`config.mk`:
```
export PLATFORM = sky130hd
export DESIGN_NAME = psum_accumulator
export DESIGN_NICKNAME = d
export VERILOG_FILES = /design/src/rtl/psum_pkg.sv /design/src/rtl/psum_sat_add.sv /design/src/rtl/psum_accumulator.sv
export SDC_FILE = /design/constraint.sdc
export NUM_CORES = 1
export LEC_CHECK = 0
export CELL_PAD_IN_SITES_DETAIL_PLACEMENT = 1
export CELL_PAD_IN_SITES_GLOBAL_PLACEMENT = 1
export CORE_ASPECT_RATIO = 1.4
export CORE_UTILIZATION = 36
export DETAILED_ROUTE_END_ITERATION = 10
export PLACE_DENSITY = 0.8
export SLEW_MARGIN = 10
export SYNTH_ARGS = -nofsm -noshare
export SYNTH_HDL_FRONTEND = slang
export SYNTH_SLANG_ARGS = --single-unit
```
`constraint.sdc`:
```
create_clock -name clk -period 2.6 [get_ports clk]
set_input_delay 0.52 -clock clk [delete_from_list [all_inputs] [get_ports clk]]
set_output_delay 0.52 -clock clk [all_outputs]
set_load 0.02 [all_outputs]
```
`src/rtl/psum_pkg.sv`:
```
// Shared types and constants for the partial-sum accumulator.
//
// Contents:
//   psum_state_e : accumulator FSM states (StIdle, StAccum)
//   cnt_width()  : width of a term counter able to hold 0..max_terms
//   Def*         : default widths and group size
package psum_pkg;

  typedef enum logic {
    StIdle  = 1'b0,
    StAccum = 1'b1
  } psum_state_e;

  localparam int unsigned DefDwidth   = 8;
  localparam int unsigned DefOwidth   = 8;
  localparam int unsigned DefMaxTerms = 8;

  function automatic int unsigned cnt_width(input int unsigned max_terms);
    return $clog2(max_terms + 1);
  endfunction

endpackage

```
`src/rtl/psum_sat_add.sv`:
```
// Combinational adder: OWIDTH-bit accumulator plus zero-extended DWIDTH-bit term.
//
// Configuration macro: PSUM_SAT_EN
//   defined   : sum clamps at 2^OWIDTH-1 on overflow
//   undefined : sum wraps modulo 2^OWIDTH
//
// Ports:
//   a_i   [OWIDTH-1:0] accumulator operand
//   b_i   [DWIDTH-1:0] partial-sum operand (unsigned)
//   sum_o [OWIDTH-1:0] result (wrapped or clamped)
//   ovf_o              carry out of the OWIDTH-bit addition
module psum_sat_add #(
  parameter int unsigned DWIDTH = 8,
  parameter int unsigned OWIDTH = 8
) (
  input  logic [OWIDTH-1:0] a_i,
  input  logic [DWIDTH-1:0] b_i,
  output logic [OWIDTH-1:0] sum_o,
  output logic              ovf_o
);

  logic [OWIDTH:0] full_sum;

  assign full_sum = {1'b0, a_i} + {{(OWIDTH - DWIDTH + 1){1'b0}}, b_i};
  assign ovf_o    = full_sum[OWIDTH];

`ifdef PSUM_SAT_EN
  assign sum_o = ovf_o ? {OWIDTH{1'b1}} : full_sum[OWIDTH-1:0];
`else
  assign sum_o = full_sum[OWIDTH-1:0];
`endif

endmodule

```
`src/rtl/psum_accumulator.sv`:
```
// Partial-sum reducer: adds groups of 1..MAX_TERMS consecutive input terms and emits
// each group sum with its term count over a valid/ready output.
//
// Configuration macro: PSUM_SAT_EN
//   defined   : additions saturate; extra output out_sat flags a clamped group
//   undefined : additions wrap; out_sat does not exist
//
// Ports:
//   clk, reset            rising-edge clock, synchronous active-high reset
//   cfg_terms             group size, sampled on a group's first term (0 -> 1, clamped)
//   in_valid/in_ready     input handshake, in_data is the partial sum
//   flush                 close the current group early
//   out_valid/out_ready   output handshake
//   out_data, out_count   group sum and number of terms in it
//   out_sat               (PSUM_SAT_EN only) group saturated
module psum_accumulator
  import psum_pkg::*;
#(
  parameter int unsigned  DWIDTH    = DefDwidth,
  parameter int unsigned  OWIDTH    = DefOwidth,
  parameter int unsigned  MAX_TERMS = DefMaxTerms,
  localparam int unsigned CW        = cnt_width(MAX_TERMS)
) (
  input  logic              clk,
  input  logic              reset,
  input  logic [CW-1:0]     cfg_terms,
  input  logic              in_valid,
  output logic              in_ready,
  input  logic [DWIDTH-1:0] in_data,
  input  logic              flush,
  output logic              out_valid,
  input  logic              out_ready,
  output logic [OWIDTH-1:0] out_data,
`ifdef PSUM_SAT_EN
  output logic              out_sat,
`endif
  output logic [CW-1:0]     out_count
);

  localparam logic [CW-1:0] OneC       = CW'(1);
  localparam logic [CW-1:0] MaxTermsC  = CW'(MAX_TERMS);

  psum_state_e       state_q, state_d;
  logic [OWIDTH-1:0] acc_q, acc_d;
  logic [CW-1:0]     term_cnt_q, term_cnt_d;
  logic [CW-1:0]     tgt_q, tgt_d;
  logic              out_valid_q, out_valid_d;
  logic [OWIDTH-1:0] out_data_q, out_data_d;
  logic [CW-1:0]     out_count_q, out_count_d;
  logic              sat_q, sat_d;
  logic              out_sat_q, out_sat_d;

  logic              in_fire, out_fire;
  logic [CW-1:0]     tgt_eff, cnt_inc;
  logic [OWIDTH-1:0] add_a, add_sum;
  logic              add_ovf;

  logic              do_emit;
  logic [OWIDTH-1:0] emit_data;
  logic [CW-1:0]     emit_count;
  logic              emit_sat;

  // The output slot frees up in the same cycle it is consumed, so a new result may
  // replace the old one without a bubble.
  assign in_ready = !out_valid_q || out_ready;
  assign in_fire  = in_valid && in_ready;
  assign out_fire = out_valid_q && out_ready;
  assign cnt_inc  = term_cnt_q + OneC;

  // A fresh group always starts from zero, independent of any stale accumulator.
  assign add_a = (state_q == StIdle) ? '0 : acc_q;

  always_comb begin
    if (cfg_terms == '0) begin
      tgt_eff = OneC;
    end else if (cfg_terms > MaxTermsC) begin
      tgt_eff = MaxTermsC;
    end else begin
      tgt_eff = cfg_terms;
    end
  end

  psum_sat_add #(
    .DWIDTH(DWIDTH),
    .OWIDTH(OWIDTH)
  ) u_add (
    .a_i  (add_a),
    .b_i  (in_data),
    .sum_o(add_sum),
    .ovf_o(add_ovf)
  );

  always_comb begin
    state_d     = state_q;
    acc_d       = acc_q;
    term_cnt_d  = term_cnt_q;
    tgt_d       = tgt_q;
    sat_d       = sat_q;
    out_valid_d = out_valid_q;
    out_data_d  = out_data_q;
    out_count_d = out_count_q;
    out_sat_d   = out_sat_q;
    do_emit     = 1'b0;
    emit_data   = add_sum;
    emit_count  = OneC;
    emit_sat    = add_ovf;

    if (out_fire) begin
      out_valid_d = 1'b0;
    end

    unique case (state_q)
      StIdle: begin
        if (in_fire) begin
          if (tgt_eff == OneC || flush) begin
            do_emit = 1'b1;
          end else begin
            state_d    = StAccum;
            acc_d      = add_sum;
            term_cnt_d = OneC;
            tgt_d      = tgt_eff;
            sat_d      = add_ovf;
          end
        end
      end
      StAccum: begin
        if (in_fire) begin
          if (cnt_inc == tgt_q || flush) begin
            do_emit    = 1'b1;
            emit_count = cnt_inc;
            emit_sat   = sat_q | add_ovf;
          end else begin
            acc_d      = add_sum;
            term_cnt_d = cnt_inc;
            sat_d      = sat_q | add_ovf;
          end
        end else if (flush && in_ready) begin
          // A bare flush waits while a held result blocks the output slot.
          do_emit    = 1'b1;
          emit_data  = acc_q;
          emit_count = term_cnt_q;
          emit_sat   = sat_q;
        end
      end
      default: state_d = StIdle;
    endcase

    if (do_emit) begin
      out_data_d  = emit_data;
      out_count_d = emit_count;
      out_sat_d   = emit_sat;
      out_valid_d = 1'b1;
      acc_d       = '0;
      term_cnt_d  = '0;
      sat_d       = 1'b0;
      state_d     = StIdle;
    end
  end

  always_ff @(posedge clk) begin
    if (reset) begin
      state_q     <= StIdle;
      acc_q       <= '0;
      term_cnt_q  <= '0;
      tgt_q       <= OneC;
      sat_q       <= 1'b0;
      out_valid_q <= 1'b0;
      out_data_q  <= '0;
      out_count_q <= '0;
      out_sat_q   <= 1'b0;
    end else begin
      state_q     <= state_d;
      acc_q       <= acc_d;
      term_cnt_q  <= term_cnt_d;
      tgt_q       <= tgt_d;
      sat_q       <= sat_d;
      out_valid_q <= out_valid_d;
      out_data_q  <= out_data_d;
      out_count_q <= out_count_d;
      out_sat_q   <= out_sat_d;
    end
  end

  assign out_valid = out_valid_q;
  assign out_data  = out_data_q;
  assign out_count = out_count_q;

`ifdef PSUM_SAT_EN
  assign out_sat = out_sat_q;
`else
  logic unused_out_sat;
  assign unused_out_sat = out_sat_q;
`endif

endmodule

```
Word-level counts from Yosys, hierarchy flattened
Cells that the tools add are included.
{"block": "word_totals", "reg_bits": 30, "inputBits": 17, "out_inout_bits": 14}
{"block": "op_classes", "add_sub_neg": 2, "order_cmp": 1, "eq_ne": 6, "mux": 31, "bitwise_logic": 2, "n_reduce_logical": 12}
{"cell": "8-bit two-way mux", "count": 8}
{"cell": "4-bit two-way mux", "count": 10}
{"cell": "8-bit case mux with 2 select lines", "count": 1}
{"cell": "1-bit two-way mux", "count": 10}
{"cell": "8-bit adder", "count": 1}
{"cell": "4-bit case mux with 2 select lines", "count": 1}
{"cell": "2-bit inequality test (second input constant)", "count": 3}
{"cell": "4-bit by 1-bit adder with 4-bit output (second input constant)", "count": 1}
{"cell": "4-bit by 1-bit == test with 1-bit output (second input constant)", "count": 1}
{"cell": "4-bit == test", "count": 1}
{"cell": "4-bit greater-than comparator (second input constant)", "count": 1}
{"cell": "4-bit zero test", "count": 1}
{"cell": "4-bit AND reduction", "count": 1}
{"cell": "1-bit logical AND", "count": 3}
{"cell": "1-bit logical OR", "count": 3}
{"cell": "3-bit AND reduction", "count": 1}
{"cell": "2-bit by 1-bit inequality test with 1-bit output (second input constant)", "count": 1}
{"cell": "1-bit NOT", "count": 2}
{"cell": "1-bit case mux with 2 select lines", "count": 1}
{"cell": "2-bit nonzero test", "count": 1}
{"cell": "2-bit OR reduction", "count": 1}
{"cell": "1-bit zero test", "count": 1}

Longest topological paths before layout
Gate-level depths: netlist of the first run.
{"block": "depth", "ltp_word": 9, "depth_mapped": 13, "ltp_nobuf": 10}

By module
Synthesis of the first run repeated with hierarchy kept, for this count alone.
{"block": "unflattened", "hier_cells": 228, "area_unflattened_um2": 1866.8}
{"module": "psum_accumulator", "instances": 1, "cells_each": 186, "area_each_um2": 1542.7, "seq_area_each_um2": 600.6}
{"module": "psum_sat_add", "instances": 1, "cells_each": 42, "area_each_um2": 324.1, "seq_area_each_um2": 0.0}

Worst setup path before layout of the first run
Ideal clock, no wire load.
{"block": "synth_path", "kind": "reg-to-reg", "start": "register state_q", "end": "register acc_q[7]", "setup_time_ps": 74, "arrival_time_ps": 2627, "required_ps": 2526, "setup_slack_ps": -101, "stages_incl_launch_ff": 13, "n_path_buf": 3, "period_less_slack_ps": 2701, "path_cell_list": "dfxtp_1 > clkbuf_1 > clkbuf_1 > clkbuf_1 > nand2_1 > inv_1 > ha_1 > a211oi_1 > nor2_1 > o41ai_2 > xnor2_1 > or2_2 > a31oi_2"}
{"block": "synth_via", "elab_chain_cells": 5, "word_cells_on_any_way": 15, "cone_classes": "add/sub (1); eq/ne (4); mux (7); bitwise (1); reduce/logical (2)"}
{"element": "from (decl)", "line_no": "psum_accumulator.sv:43", "text": "psum_state_e state_q, state_d;"}
{"element": "from (signal assigned)", "line_no": "psum_accumulator.sv:162", "text": "state_q <= StIdle;"}
{"element": "from (signal assigned)", "line_no": "psum_accumulator.sv:172", "text": "state_q <= state_d;"}
{"element": "8-bit two-way mux", "line_no": "psum_accumulator.sv:71", "text": "assign add_a = (state_q == StIdle) ? '0 : acc_q;"}
{"element": "8-bit adder", "line_no": "psum_sat_add.sv:24", "text": "assign full_sum = {1'b0, a_i} + {{(OWIDTH - DWIDTH + 1){1'b0}}, b_i};"}
{"element": "8-bit two-way mux, on equally long branches", "line_no": "psum_accumulator.sv:128, psum_accumulator.sv:115"}
{"element": "8-bit two-way mux, on equally long branches", "line_no": "psum_accumulator.sv:127, psum_accumulator.sv:114"}
{"element": "8-bit case mux with 2 select lines", "line_no": "psum_accumulator.sv:112", "text": "unique case (state_q)"}
{"element": "to (signal assigned)", "line_no": "psum_accumulator.sv:163", "text": "acc_q <= '0;"}
{"element": "to (signal assigned)", "line_no": "psum_accumulator.sv:173", "text": "acc_q <= acc_d;"}
{"element": "to (decl)", "line_no": "psum_accumulator.sv:44", "text": "logic [OWIDTH-1:0] acc_q, acc_d;"}
Parallel ways exist; a longest one is shown, timed or not. The select of a mux whose other input is x is not followed.
A chain may end at the register's enable or synchronous reset.

Worst setup path in the final report of the first run
{"block": "layout_path", "start": "input in_data[0]", "end": "register out_data_q[6] (netlist: out_data[6])"}
{"block": "layout_via", "elab_chain_cells": 4}
{"element": "from (decl)", "line_no": "psum_accumulator.sv:29", "text": "input logic [DWIDTH-1:0] in_data,"}
{"element": "8-bit adder (*)", "line_no": "psum_sat_add.sv:24"}
{"element": "8-bit two-way mux", "line_no": "psum_accumulator.sv:137", "text": "end else if (flush && in_ready) begin"}
{"element": "8-bit two-way mux", "line_no": "psum_accumulator.sv:127", "text": "if (in_fire) begin"}
{"element": "8-bit two-way mux (*)", "line_no": "psum_accumulator.sv:112"}
{"element": "to (signal assigned)", "line_no": "psum_accumulator.sv:178", "text": "out_data_q <= out_data_d;"}
{"element": "to (decl)", "line_no": "psum_accumulator.sv:48", "text": "logic [OWIDTH-1:0] out_data_q, out_data_d;"}
Mark *: on every way between the ends. The rest lies on a longest branch, timed or not.

==> summary.md, run 1 <==
| Metric | Value |
|---|---|
| Top delay family on crit path | adder cells |
| Syn_area_per_cell | 8.76 µm² |
| Final non-filler cell area | ~0.0024 mm² |
| Worst path cell trace | clkdlybuf4s50_1 -> ha_2 -> inv_1 -> fa_1 -> nor2b_2 -> o31a_1 -> o22ai_1 -> xnor2_1 -> mux2i_1 -> a211oi_2 |
| DIE AREA | between 0.005 and 0.006 mm² |
| Post-synth ARST share | 0% |
| Clk buf depth | 2 |
| WP data arrival | between 2 and 3 ns |
| VDD IR max | about 0.00024 V |
| Hold Crit Class | flip-flop to flip-flop |
| TritonCTS buffer count | 5 |
| Syn. warnings | 0 |
| Buf/Inv on CP | 2 |
| Top cell type's share of synthesized area | about 33% |
| Final slew viol count | 0 |
| RSZ-0062 raised after global routing | yes |
| Synthesized cell area | 0.00181 mm² |
| DRC | 0 |
| Global route overflow | 0 |
| Die Ht | roughly 86 µm |
| Post-Route Setup TNS | 0 ns |
| Count leader, synth | dfxtp_1 |
| Via-to-Cell Ratio | between 5 and 6 |
| Synth Instances | a little over 200 |
| Post-synthesis sequential area ratio | roughly 33% |
| Total global-route track usage | 21.5% |
| GPL Wtd Cong | approximately 0.84 |
| Skew-Pair Late Insertion Delay | about 0.28 ns |
| Synth area leaders | dfxtp_1 33%, mux2i_1 8.8%, ha_1 5.5% |
| # port buffers | 30 |
| Status | finished clean |
| Post-synth EDFFs | 0 |
| WL final | around 5100 µm |
| Fin nets | roughly 280 |
| P per Cell Area | around 490 mW/mm² |
| First-pass GRT wire length | ~8600 µm |
| Placed cell areas | 0.00228 mm² |
| Synth area leader | dfxtp_1 |
| Antenna-violating nets left | 0 |
| Reg clk slew, reported paths | 0.06 ns |
| Setup Skew | 0.00352 ns |
| Register area | ~600 µm² |
| Final period util | between 90 and 100% |
| Nature of the critical path endpoint | flip-flop |
| Overall power | 1.17 mW |
| Worst path depth | 10 |
| Setup Viol. Count Final | 0 |
| H-tree depth | 2 |
| Layout fillers | around 570 |
| Yosys cell types | between 40 and 50 |
| Rel. slew slack | between 60 and 70% |
| Synthesized flop and latch total | 30 |
| DR WL/cell | around 16 µm |
| CP max stage delay | ~0.49 ns |
| Final core occ | about half |
| Area grow syn2layout | 31.4% |
| Root buffer cell | clkbuf_8 |
| Die X-Extent | 62.0 µm |
| Required @ worst endpoint | around 2.8 ns |
| Vias in the first global route | between 1500 and 2000 |
| CP Class | input pin to flip-flop |
| Hpwl dp | between 3000 and 4000 µm |
| Slew @ Worst Pin | just under 0.5 ns |
| Slowest cell on the critical path | clkdlybuf4s50_1 |
| CTS tree | done |
| Row count | 30 |
| Critical Path Start Type | input pin |
| Initial antenna violation count | 0 |
| DR vias | about 1700 |
| Fin crit period | around 2.5 ns |
| Pin count of the biggest net entering global routing | 24 |
| IO Count | 31 |
| Initial DRT Pass Iterations | 4 |
| Total core area | 0.00484 mm² |
| Final Hold Fails | 0 |
| Synth Flop Type | dfxtp_1 |
| Iter 0 DRT Violations | 35 |
| Clock sinks | 30 |
| Multi-input logic area | about 0.0011 mm² |
| Lkg Pwr | between 0.9 and 1 nW |
| Worst-path maximum fanout | 3 |
| Maxcap violations | 0 |
| Initial cell density of the core | between 30% and 40% |
| Antenna diodes | 0 |
| Commonest cells post-synth | 30 x dfxtp_1, 25 x nor2_1, 16 x mux2i_1 |
| Hold_buf cts | 0 |
| Peak Freq | between 300 and 400 MHz |
| Post-Synthesis Net Count | ~230 |
| Share of layout cells above drive strength 1 | 15.9% |
| Hold depth | 2 |
| Reg2reg path depth | 10 |
-- layout by cell type, fill, tap and decap left out, drive strengths merged, types with 6 or more instances in the layout --
cell type,count
dfxtp,30
clkdlybuf4s50,30
nor2,25
buf,21
mux2i,16
a21oi,14
nand2,13
xnor2,10
a211oi,10
ha,8
inv,6
and2,6
clkbuf,6
-- routing by layer --
| layer | part of all wire [%] | vias to the layer above | track usage (%) | wire length (µm) |
|---|---|---|---|---|
| li1 | - | 828 | - | - |
| met1 | 43 | 829 | 25.2 | 2170 |
| met2 | 52 | 36 | 36.7 | 2640 |
| met3 | 2.6 | 10 | 3.32 | 130 |
| met4 | 2.7 | 0 | 10.3 | 136 |
| met5 | 0 | - | 0 | 0 |
-- area by class of cell --
class,count,share of cell area (%)
Clock buffer,6,3.46
Inverter,6,0.944
Timing Repair Buffer,51,19.7
Sequential cell,30,25.2
Tap cell,64,3.36
Multi-Input combinational cell,159,47.3
-- path summary, 6_finish.rpt --
| kind | end | from | slack (ns) |
|---|---|---|---|
| worst max register to register | out_data[6]$_SDFFE_PP0P_ | state_q$_SDFF_PP0_ | 0.27 |
| worst max-delay path | out_data[6]$_SDFFE_PP0P_ | in_data[0] | 0.1 |
| worst min register to register | tgt_q[2]$_SDFFE_PP0P_ | tgt_q[2]$_SDFFE_PP0P_ | 0.48 |
| worst min-delay path | tgt_q[2]$_SDFFE_PP0P_ | tgt_q[2]$_SDFFE_PP0P_ | 0.48 |
-- flip-flops by register name, summed over array words and instances (netlist names) --
name / cells
out_count: 4
term_cnt_q: 4
tgt_q: 4
out_data: 8
out_valid: 1
acc_q: 8
state_q: 1
-- where the power goes --
part           total, mW  switching (mW)  internal, mW
clock network      0.375           0.171         0.204
registers          0.506          0.0187         0.487
logic              0.289           0.148         0.141
total               1.17           0.338         0.832
-- tightest hold or removal path: stages, from the launching register on --
cell and delay [ns]:
dfxtp_1 0.32, nand2_1 0.06, a21oi_1 0.05
-- through the flow --
step	instances	worst slack (ns)	hold slack [ns]
after global placement	309	-0.0794	0.456
after floorplan	207	0.0403	0.444
after global routing	316	-0.0445	0.514
after CTS	315	0.138	0.478
after detailed placement	309	-0.145	0.469
final	316	0.0987	0.477
-- cells by family after synthesis --
| family | Yosys count | synth area share, % |
|---|---|---|
| flops | 30 | 33.1 |
| fa+ha+maj | 9 | 6.62 |
| simple gates | 72 | 20.0 |
| compound gates | 50 | 20.4 |
| mux | 16 | 8.83 |
| buf+inv | 18 | 5.24 |
| xor+xnor | 12 | 5.79 |
-- repair_timing --
| action | in CTS | in global routing |
|---|---|---|
| gates resized for setup | 0 | 3 |
| endpoints found under the hold margin | 0 | 0 |
| setup endpoints to repair | 0 | 3 |
| setup buffers | 0 | 1 |
(Power assumes the default switching activity.)
==> run 2, diff against run 1 <==
--- a/config.mk
+++ b/config.mk
@@ -10,7 +10,7 @@
 export CORE_ASPECT_RATIO = 1.4
 export CORE_UTILIZATION = 36
 export DETAILED_ROUTE_END_ITERATION = 10
-export PLACE_DENSITY = 0.8
+export PLACE_DENSITY = 0.86
 export SLEW_MARGIN = 10
 export SYNTH_ARGS = -nofsm -noshare
 export SYNTH_HDL_FRONTEND = slang
==> run 2 against run 1 <==
Net effect: final area down 2.2%; critical path depth shrank 2; final cell count down 1.3%; routed wire length shrank 3.7%; largest cell class unchanged; sequential share of layout area grew 0.55 points; flip-flop and latch count unchanged.
==> summary.md, run 2 (synthesis results as in run 1) <==
| Metric | Value |
|---|---|
| Status | finished clean |
| Slew @ Worst Pin | 0.426 ns (-0.0608 ns) |
| Most frequent cells in the layout | 30 x dfxtp_1, 30 x clkdlybuf4s50_1, 25 x nor2_1 |
| Die X-Extent | 62.0 µm (unchanged) |
| Pre-CTS setup slack | -0.202 ns (-0.0572 ns) |
| Reg clk slew, reported paths | 0.07 ns (about the same) |
| Rel. slew slack | 71.4% (+3.9 points) |
| Die Ht | 86.0 µm (unchanged) |
| Peak Freq | 406 MHz (+1.7%) |
| DR WL/cell | 15.7 µm (-2.4%) |
| NetSw | 0.353 mW (+4.7%) |
| Total global-route track usage | 20.4% (-1.1 points) |
| DIE AREA | 0.00533 mm² (unchanged) |
| Worst-path maximum fanout | 3 (unchanged) |
| Register share of total power | 42.8% (-0.5 points) |
| Area grow syn2layout | 28.6% |
| Layout Cells excl Fill | 312 (-1.3%) |
| GPL Wtd Cong | 0.837 (-0.48%) |
| Share of layout cells above drive strength 1 | 13.7% (-2.2 points) |
| Clock power share | 34.3% (+2.2 points) |
| WL final | 4900 µm (-3.7%) |
| Initial cell density of the core | 37.5% (unchanged) |
| Clock sinks | 30 (unchanged) |
| Overall power | 1.18 mW (+0.86%) |
| Setup Viol. Count Final | 0 (unchanged) |
| Lkg Pwr | 0.958 nW (-2.7%) |
| Critical R2R Capture | out_data[7]$_SDFFE_PP0P_ |
| RSZ-0062 raised after global routing | yes |
| Required @ worst endpoint | 2.77 ns (-0.03 ns) |
| DRC | 0 (unchanged) |
| Slowest cell on the critical path | clkdlybuf4s50_1 |
| Clk buf depth | 2 (unchanged) |
| Worst path depth | 8 (-2) |
| PnR worst setup slack | 0.139 ns (+0.0407 ns) |
| P per Cell Area | 505 mW/mm² (+3.1%) |
| CTS tree | done |
| Antenna-violating nets left | 0 (unchanged) |
| H-tree depth | 2 (unchanged) |
| Global route overflow | 0 (unchanged) |
| Total core area | 0.00484 mm² (unchanged) |
| Worst R2R Start | state_q$_SDFF_PP0_ |
| VDD IR max | 0.000312 V (+29%) |
| WP data arrival | 2.63 ns (-0.07 ns) |
| Setup Skew | 0.00379 ns (+0.000274 ns) |
| Pin count of the biggest net entering global routing | 24 (unchanged) |
| Hpwl dp | 3620 µm (-5.5%) |
| Final Hold Fails | 0 (unchanged) |
| Worst path cell trace | clkdlybuf4s50_1 -> ha_1 -> a211oi_2 -> nor2_1 -> o41ai_2 -> xnor2_1 -> mux2i_1 -> a21oi_1 |
| Nature of the critical path endpoint | flip-flop |
| Sw Ratio | 30.0% (+1.1 points) |
| Reg2reg path depth | 9 (-1) |
| Placed instance count | 304 (-1.6%) |
| Int Power | 0.826 mW (-0.68%) |
| Initial antenna violation count | 0 (unchanged) |
| TritonCTS buffer count | 5 (unchanged) |
| Worst R2R Setup Slack | 0.27 ns (about the same) |
| Fin crit period | 2.46 ns (-0.0407 ns) |
| # port buffers | 30 (unchanged) |
| CP max stage delay | 0.45 ns (-0.04 ns) |
| CP Class | input pin to flip-flop |
| Iter 0 DRT Violations | 45 (+29%) |
| Final period util | 94.6% (-1.6 points) |
| DR vias | 1663 (-2.3%) |
| Via-to-Cell Ratio | 5.33 (-1.1%) |
| Vias in the first global route | 1750 (-5.1%) |
| Crit path to | out_data[7]$_SDFFE_PP0P_ |
| CP Launch Point | in_data[1] |
| Top delay family on crit path | compound AO/OA/AOI/OAI gates |
| Hold Crit Class | flip-flop to flip-flop |
| Critical Path Start Type | input pin |
| Maxcap violations | 0 (unchanged) |
| Root buffer cell | clkbuf_8 |
| Final slew viol count | 0 (unchanged) |
| Gate power share | 22.9% (-1.8 points) |
| First-pass GRT wire length | 8090 µm (-6.2%) |
| Post-Route Setup TNS | 0 ns (unchanged) |
| Row count | 30 (unchanged) |
| Skew-Pair Late Insertion Delay | 0.29 ns (about the same) |
| IO Count | 31 (unchanged) |
| Fin nets | 273 (-2.2%) |
| Antenna diodes | 0 (unchanged) |
| Initial DRT Pass Iterations | 4 (unchanged) |
| Buf/Inv on CP | 1 (-1) |
run 2: how the worst min path moves through the flow:
| stage | slack [ns] | from | endpoint | cells past startpoint |
|---|---|---|---|---|
| after floorplan | 0.44 | tgt_q[1]$_SDFFE_PP0P_ | tgt_q[1]$_SDFFE_PP0P_ | 2 |
| after global placement | 0.46 | out_count[1]$_SDFFE_PP0P_ | out_count[1]$_SDFFE_PP0P_ | 2 |
| after detailed placement | 0.46 | tgt_q[2]$_SDFFE_PP0P_ | tgt_q[2]$_SDFFE_PP0P_ | 2 |
| after CTS | 0.47 | tgt_q[2]$_SDFFE_PP0P_ | tgt_q[2]$_SDFFE_PP0P_ | 2 |
| after global routing | 0.49 | tgt_q[3]$_SDFFE_PP0P_ | tgt_q[3]$_SDFFE_PP0P_ | 2 |
| final | 0.47 | tgt_q[2]$_SDFFE_PP0P_ | tgt_q[2]$_SDFFE_PP0P_ | 2 |
run 2: routing by layer:
layer	part of all wire (%)	up-vias	track usage [%]
li1	-	815	-
met1	43	806	24.3
met2	52	30	34.3
met3	3.3	12	4.98
met4	2.2	0	7.47
met5	0	-	0
run 2: tightest hold or removal path, delay by kind of cell, from the launching register on:
family	cells	cell delay, ns
flip-flops	1	0.32
AND/OR/NAND/NOR	1	0.06
AO/OA/AOI/OAI	1	0.05
run 2: area by class of cell:
class                   count  area, µm²
clock buffers               7       86.3
flip-flops and latches     30        601
well taps                  64       80.1
fillers                   591       2510
inverters                   6       22.5
repair buffers             45        413
multi-input cells         159       1130
clock inverters             1       5.00
run 2: stage by stage:
step                      utilization (%)  hold WS [ns]  instance area [µm²]
after floorplan                         -         0.444                 1820
after global placement               46.1         0.456                 2230
after detailed placement             46.1         0.464                 2230
after CTS                            48.0         0.474                 2330
after global routing                 48.2         0.490                 2330
final                                48.2         0.473                 2330
run 2: power groups by stage:
stage	Combinational, mW	Sequential, mW	Clock (mW)
2_1_floorplan	0.144	0.532	0
3_3_place_gp	0.261	0.514	0
3_5_place_dp	0.269	0.515	0
4_1_cts	0.272	0.505	0.416
5_1_grt	0.293	0.508	0.441
6_report	0.271	0.504	0.405
run 2: repair_timing:
item,4_1_cts,5_1_grt
setup buffers,0,0
gates resized for setup,0,2
hold buffers,0,0
setup endpoints to repair,0,3
